### config.mk
export PLATFORM = sky130hd
export DESIGN_NAME = if_stage_flat
export DESIGN_NICKNAME = d
export VERILOG_FILES = /design/src/rtl/pipeline_pkg.sv /design/src/rtl/if_stage_if.sv /design/src/rtl/ifid_reg.sv /design/src/rtl/if_stage.sv /design/src/flat_wrapper.sv
export SDC_FILE = /design/constraint.sdc
export NUM_CORES = 1
export LEC_CHECK = 0
export CORE_ASPECT_RATIO = 2
export CORE_UTILIZATION = 45
export CTS_BUF_LIST = sky130_fd_sc_hd__clkbuf_8
export DETAILED_ROUTE_END_ITERATION = 8
export GPL_TIMING_DRIVEN = 1
export PLACE_DENSITY = 0.76
export SYNTH_ARGS = -nofsm -noshare
export SYNTH_HDL_FRONTEND = slang
export SYNTH_HIERARCHICAL = 1
export SYNTH_SLANG_ARGS = --single-unit
### constraint.sdc
create_clock -name clk -period 6.2 [get_ports clk]
set_clock_uncertainty 0.1 [all_clocks]
set_input_delay 1.24 -clock clk [delete_from_list [all_inputs] [get_ports clk]]
set_output_delay 1.24 -clock clk [all_outputs]
set_load 0.05 [all_outputs]
### src/rtl/pipeline_pkg.sv
// rtl/pipeline_pkg.sv - shared pipeline constants, fetch-state enum and IF/ID bundle
package pipeline_pkg;

  localparam int XLEN = 32;
  localparam logic [XLEN-1:0] NOP_INSTR  = 32'h0000_0000;
  localparam logic [XLEN-1:0] HALT_INSTR = 32'hFC00_0000;

  typedef enum logic [1:0] {
    IDLE,
    FETCH,
    HALTED
  } fetch_state_e;

  typedef struct packed {
    logic            valid;
    logic [XLEN-1:0] pc;
    logic [XLEN-1:0] pc_plus4;
    logic [XLEN-1:0] instr;
  } ifid_t;

  function automatic ifid_t ifid_bubble(input logic [XLEN-1:0] nop);
    return '{valid: 1'b0, pc: '0, pc_plus4: '0, instr: nop};
  endfunction

endpackage

### src/rtl/if_stage_if.sv
// rtl/if_stage_if.sv - fetch-stage control, instruction-memory and IF/ID signal bundle
interface if_stage_if #(
  parameter int XLEN = pipeline_pkg::XLEN
) ();

  logic            run;
  logic            stall;
  logic            redirect_valid;
  logic [XLEN-1:0] redirect_pc;
  logic [XLEN-1:0] imem_addr;
  logic [XLEN-1:0] imem_rdata;
  logic            ifid_valid;
  logic [XLEN-1:0] ifid_pc;
  logic [XLEN-1:0] ifid_pc_plus4;
  logic [XLEN-1:0] ifid_instr;
  logic            halted;

  // master: the fetch stage itself
  modport master (
    input  run, stall, redirect_valid, redirect_pc, imem_rdata,
    output imem_addr, ifid_valid, ifid_pc, ifid_pc_plus4, ifid_instr, halted
  );

  // slave: core top level, hazard unit, EX and instruction memory
  modport slave (
    output run, stall, redirect_valid, redirect_pc, imem_rdata,
    input  imem_addr, ifid_valid, ifid_pc, ifid_pc_plus4, ifid_instr, halted
  );

endinterface

### src/rtl/ifid_reg.sv
// rtl/ifid_reg.sv - IF/ID pipeline register; flush loads a bubble and beats hold
module ifid_reg
  import pipeline_pkg::*;
#(
  parameter logic [XLEN-1:0] NOP_INSTR = pipeline_pkg::NOP_INSTR
) (
  input  logic  clk,
  input  logic  rst,
  input  logic  hold,
  input  logic  flush,
  input  ifid_t d,
  output ifid_t q
);

  always_ff @(posedge clk) begin
    if (rst || flush) begin
      q <= ifid_bubble(NOP_INSTR);
    end else if (!hold) begin
      q <= d;
    end
  end

endmodule

### src/rtl/if_stage.sv
// rtl/if_stage.sv - instruction fetch stage: PC register, fetch FSM, IF/ID register
// Optional halt-word detection (HALTED state, halted output) under IF_HALT_DETECT_EN.
module if_stage
  import pipeline_pkg::*;
#(
  parameter int              XLEN      = pipeline_pkg::XLEN,
  parameter logic [XLEN-1:0] RESET_PC  = '0,
  parameter logic [XLEN-1:0] NOP_INSTR = pipeline_pkg::NOP_INSTR
) (
  input logic         clk,
  input logic         rst,
  if_stage_if.master  bus
);

  fetch_state_e    state, state_next;
  logic [XLEN-1:0] pc, pc_next;
  logic [XLEN-1:0] pc_plus4;
  logic [XLEN-1:0] redirect_target;
  logic            flush;
  logic            hold;
  logic            halt_hit;
  ifid_t           ifid_d;
  ifid_t           ifid_q;

  assign pc_plus4        = pc + XLEN'(4);
  assign redirect_target = bus.redirect_pc & ~XLEN'(3);

`ifdef IF_HALT_DETECT_EN
  assign halt_hit = (bus.imem_rdata == HALT_INSTR);
`else
  assign halt_hit = 1'b0;
`endif

  always_ff @(posedge clk) begin
    if (rst) begin
      state <= IDLE;
      pc    <= RESET_PC;
    end else begin
      state <= state_next;
      pc    <= pc_next;
    end
  end

  always_comb begin
    state_next = state;
    pc_next    = pc;
    flush      = 1'b0;
    hold       = 1'b0;
    ifid_d     = '{valid: 1'b1, pc: pc, pc_plus4: pc_plus4, instr: bus.imem_rdata};
    case (state)
      IDLE: begin
        flush = 1'b1;
        if (bus.run) state_next = FETCH;
      end
      FETCH: begin
        // A redirect still retargets the PC on the edge that run drops.
        if (bus.redirect_valid || !bus.run) begin
          flush = 1'b1;
          if (bus.redirect_valid) pc_next = redirect_target;
          if (!bus.run) state_next = IDLE;
        end else if (bus.stall) begin
          hold = 1'b1;
        end else if (halt_hit) begin
          state_next = HALTED;
        end else begin
          pc_next = pc_plus4;
        end
      end
`ifdef IF_HALT_DETECT_EN
      HALTED: begin
        flush = 1'b1;
        if (bus.redirect_valid) begin
          pc_next    = redirect_target;
          state_next = FETCH;
        end
      end
`endif
      default: begin
        flush      = 1'b1;
        state_next = IDLE;
      end
    endcase
  end

  ifid_reg #(
    .NOP_INSTR(NOP_INSTR)
  ) u_ifid_reg (
    .clk  (clk),
    .rst  (rst),
    .hold (hold),
    .flush(flush),
    .d    (ifid_d),
    .q    (ifid_q)
  );

  assign bus.imem_addr     = pc;
  assign bus.ifid_valid    = ifid_q.valid;
  assign bus.ifid_pc       = ifid_q.pc;
  assign bus.ifid_pc_plus4 = ifid_q.pc_plus4;
  assign bus.ifid_instr    = ifid_q.instr;

`ifdef IF_HALT_DETECT_EN
  assign bus.halted = (state == HALTED);
`else
  assign bus.halted = 1'b0;
`endif

endmodule

### src/flat_wrapper.sv
// flat-port wrapper written by rule: the top's interface ports become plain ports
module if_stage_flat import pipeline_pkg::*;
#(
  parameter int              XLEN      = pipeline_pkg::XLEN,
  parameter logic [XLEN-1:0] RESET_PC  = '0,
  parameter logic [XLEN-1:0] NOP_INSTR = pipeline_pkg::NOP_INSTR
)
  (clk, rst, bus_run, bus_stall, bus_redirect_valid, bus_redirect_pc, bus_imem_rdata, bus_imem_addr, bus_ifid_valid, bus_ifid_pc, bus_ifid_pc_plus4, bus_ifid_instr, bus_halted);
  if_stage_if #(.XLEN(XLEN)) bus_i ();
  input logic clk;
  input logic rst;
  input wire logic [$bits(bus_i.run)-1:0] bus_run;
  input wire logic [$bits(bus_i.stall)-1:0] bus_stall;
  input wire logic [$bits(bus_i.redirect_valid)-1:0] bus_redirect_valid;
  input wire logic [$bits(bus_i.redirect_pc)-1:0] bus_redirect_pc;
  input wire logic [$bits(bus_i.imem_rdata)-1:0] bus_imem_rdata;
  output wire logic [$bits(bus_i.imem_addr)-1:0] bus_imem_addr;
  output wire logic [$bits(bus_i.ifid_valid)-1:0] bus_ifid_valid;
  output wire logic [$bits(bus_i.ifid_pc)-1:0] bus_ifid_pc;
  output wire logic [$bits(bus_i.ifid_pc_plus4)-1:0] bus_ifid_pc_plus4;
  output wire logic [$bits(bus_i.ifid_instr)-1:0] bus_ifid_instr;
  output wire logic [$bits(bus_i.halted)-1:0] bus_halted;
  assign bus_i.run = bus_run;
  assign bus_i.stall = bus_stall;
  assign bus_i.redirect_valid = bus_redirect_valid;
  assign bus_i.redirect_pc = bus_redirect_pc;
  assign bus_i.imem_rdata = bus_imem_rdata;
  assign bus_imem_addr = bus_i.imem_addr;
  assign bus_ifid_valid = bus_i.ifid_valid;
  assign bus_ifid_pc = bus_i.ifid_pc;
  assign bus_ifid_pc_plus4 = bus_i.ifid_pc_plus4;
  assign bus_ifid_instr = bus_i.ifid_instr;
  assign bus_halted = bus_i.halted;
  if_stage #(.XLEN(XLEN), .RESET_PC(RESET_PC), .NOP_INSTR(NOP_INSTR)) u_core (.clk(clk), .rst(rst), .bus(bus_i));
endmodule
==> impl_results.md <==
- Pin count of the biggest net entering global routing: 98
- Die width: 82.5 um
- Power density over the cells: 231 nW/um^2
- Ratio of cells with drive above 1 in the final layout: 0.0589
- Ranking of synthesized cells by area: dfxtp_1 44%, mux2i_1 17%, nor2_1 7.7%
- Comb pwr share: 0.105
- Post-CTS Hold Fix Bufs: 0
- Crit path kind: in -> reg
- Initial DRC Count: 300
- Crit start category: primary input
- Flip-flop and latch count after synthesis: about 130
- Fin crit share: 0.607
- Distinct cells, synth: 58
- Leakage: 0.00266 uW
- Root buf cell: clkbuf_8
- Setup Buffers After CTS: 0
- Router iterations before antenna repair: 5
- Peak VDD IR: 0.205 mV
- Grt ovf: 0
- Area grow syn2layout: 40.0%
- Clk slew on worst S/H paths: 0.08 ns
- Worst Tran Pin Value: 1.29 ns
- Total GRT Usage: 0.244
- Die Y: between 150 and 200 um
- Antenna viol nets, final: 0
- Clock insertion delay at the later pin of the skew report: 0.43 ns
- Core Rows: 58
- Antenna violations before repair: 0
- PortBufs: ~190
- Placer Congestion: between 0.8 and 0.9
- Cells after Synth: 631
- DR DRC count: 0
- First-pass GRT wire length: 24900 um
- Switching share of power: 0.244
- Compound-cell area share of the yosys netlist: 0.105
- Max-slew headroom: 0.137
- Post-DP HPWL: between 10000 and 15000 um
- H-tree Lvls: 4
- Critical path arrival: 3.93 ns
- Layout fillers: 1084
- TritonCTS Buffers: 17
- Max clock buf depth: 2
- # resized after CTS: 0
- Max_cap viols: 0
- WHS Path Cells: 2
- Adder-cell share of the synthesized area: 0.00215
- Top-area cell type share of the netlist area: 0.440
- Final WL: 16400 um
- Internal Power: 1430 uW
- CTS tree: yes
- Area leader, netlist: dfxtp_1
- Primary FF master, synth: dfxtp_1
- Peak Freq: 266 MHz
- Final min period: about 3.8 ns
- Sequential fraction of the synthesis area: 0.440
- Core ar.: 12600 sq um
- Wirelength per Cell: 17.0 um
- Switching power: 461 uW
- Mapped Area: 5830 sq um
- Asr flop ratio synth: 0
- Fin. max-slew vios: 0
- RSZ-0062 raised after global routing: false
- CP endpoint kind: register
- Hold slack final: 0.397 ns
- Die area: between 10000 and 15000 sq um
- FF-to-FF path depth: 6
- Sequential share of power: 0.453
- CTS sink count: 128
- Initial Utilization: 0.461
- Synth Area in XOR/XNOR: 0.0421
- Simple-gate share of the synthesized area: 0.179
- Fin. Hold Viols: 0
- Final-report setup violation count: 0
- Yosys warns: 6
- Post-synth EDFFs: 0
- Number of inserted diodes: 0
- Fin Setup TNS: 0 ns
- Vias: about 5300
- Vias in the first global route: 5176
- Ports: 199
- Combinational family with the most area after synthesis: simple AND/OR/NAND/NOR gates
- Layout Nets: between 800 and 900
- Worst EP required: roughly 6.4 ns
- Clk network pwr share: 0.442
- CP Max Fanout: 67
- Post-DR vias/cell: 5.50
- Status: complete, no violations
- Proportion of synthesized area in mux cells: 0.170
- Mean Syn Cell Area: around 9.2 sq um
- Hold Path Class: reg -> reg
cell usage after synthesis, drive strengths merged, types with 6 or more instances:
cell	number
o21ai	17
nand2	35
a2bb2oi	6
nor2b	7
nand3	16
a31oi	6
dfxtp	128
nand3b	6
xor2	6
clkbuf	23
nor2	120
xnor2	22
buf	28
inv	8
nand4	9
a32oi	7
a21oi	23
mux2i	99
cell families after synthesis:
| group | count (synthesis) |
|---|---|
| other | 2 |
| DFF | 128 |
| muxes | 99 |
| buffers and inverters | 59 |
| and+or+nand+nor | 225 |
| adders and majority gates | 1 |
| AOI/OAI and AO/OA | 89 |
| xor gates and xnor gates | 28 |
power by group through the flow:
| stage | sequential (uW) | combinational (uW) | clock, uW |
|---|---|---|---|
| detailed placement | 873 | 197 | 0 |
| global placement | 872 | 193 | 0 |
| CTS | 854 | 198 | 856 |
| global route | 857 | 210 | 892 |
| finish | 854 | 198 | 835 |
| floorplan | 905 | 85.1 | 0 |
path summary, 6_finish.rpt:
| path | start | to | slack, ns |
|---|---|---|---|
| max | bus_redirect_valid | u_core/u_ifid_reg/q[28] | 2.44 |
| min | u_core/u_ifid_reg/q[78] | u_core/u_ifid_reg/q[78] | 0.40 |
| max reg2reg | u_core/bus.imem_addr[3] | u_core/bus.imem_addr[18] | 3.12 |
| min reg2reg | u_core/u_ifid_reg/q[78] | u_core/u_ifid_reg/q[78] | 0.40 |
area by class of cell:
type	instances	area, sq um	area share
multi-input combinational	450	2950	0.361
clock inverter	13	209	0.0256
inverter	8	30.0	0.00368
tap	150	188	0.0230
timing repair buffer	197	1960	0.240
sequential	128	2560	0.314
clock buffer	19	262	0.0321
layout by cell type, fill, tap and decap left out, types with 9 or more instances in the layout:
master / instances
nor2_1: 119
clkbuf_8: 19
nand2_1: 35
a21oi_1: 23
nand3_1: 16
clkdlybuf4s50_1: 193
dfxtp_1: 128
mux2i_1: 99
inv_1: 9
xnor2_1: 22
o21ai_0: 16
sequential cells by signal, summed over array words and instances, names as in the netlist:
signal,cells
u_core/u_ifid_reg/q,97
u_core/bus.imem_addr,30
u_core/state,1
per-stage QoR:
step / setup slack, ns / area (sq um) / cells / util / power (uW)
floorplan: 3.30 / 5850 / 637 / - / 990
global placement: 2.12 / 7690 / 933 / 0.609 / 1070
detailed placement: 1.98 / 7690 / 933 / 0.609 / 1070
CTS: 2.45 / 8160 / 965 / 0.646 / 1910
global route: 2.31 / 8160 / 965 / 0.646 / 1960
finish: 2.44 / 8160 / 965 / 0.646 / 1890
layer usage:
| metal | part of all wire | vias up | track usage | wire length [um] |
|---|---|---|---|---|
| met3 | 0.062 | 51 | 0.0543 | 1010 |
| met5 | 0 | - | 0 | 0 |
| met1 | 0.36 | 2470 | 0.241 | 5840 |
| met4 | 0.045 | 0 | 0.136 | 733 |
| li1 | - | 2546 | - | - |
| met2 | 0.54 | 245 | 0.449 | 8790 |
worst max-delay path, stage by stage:
cell and delay (ns):
clkdlybuf4s50_1 0.67, nor2b_2 0.23, and3_4 0.99, buf_4 0.44, mux2i_1 0.26, nor2_1 0.06
Power figures use the tool's default switching activity.
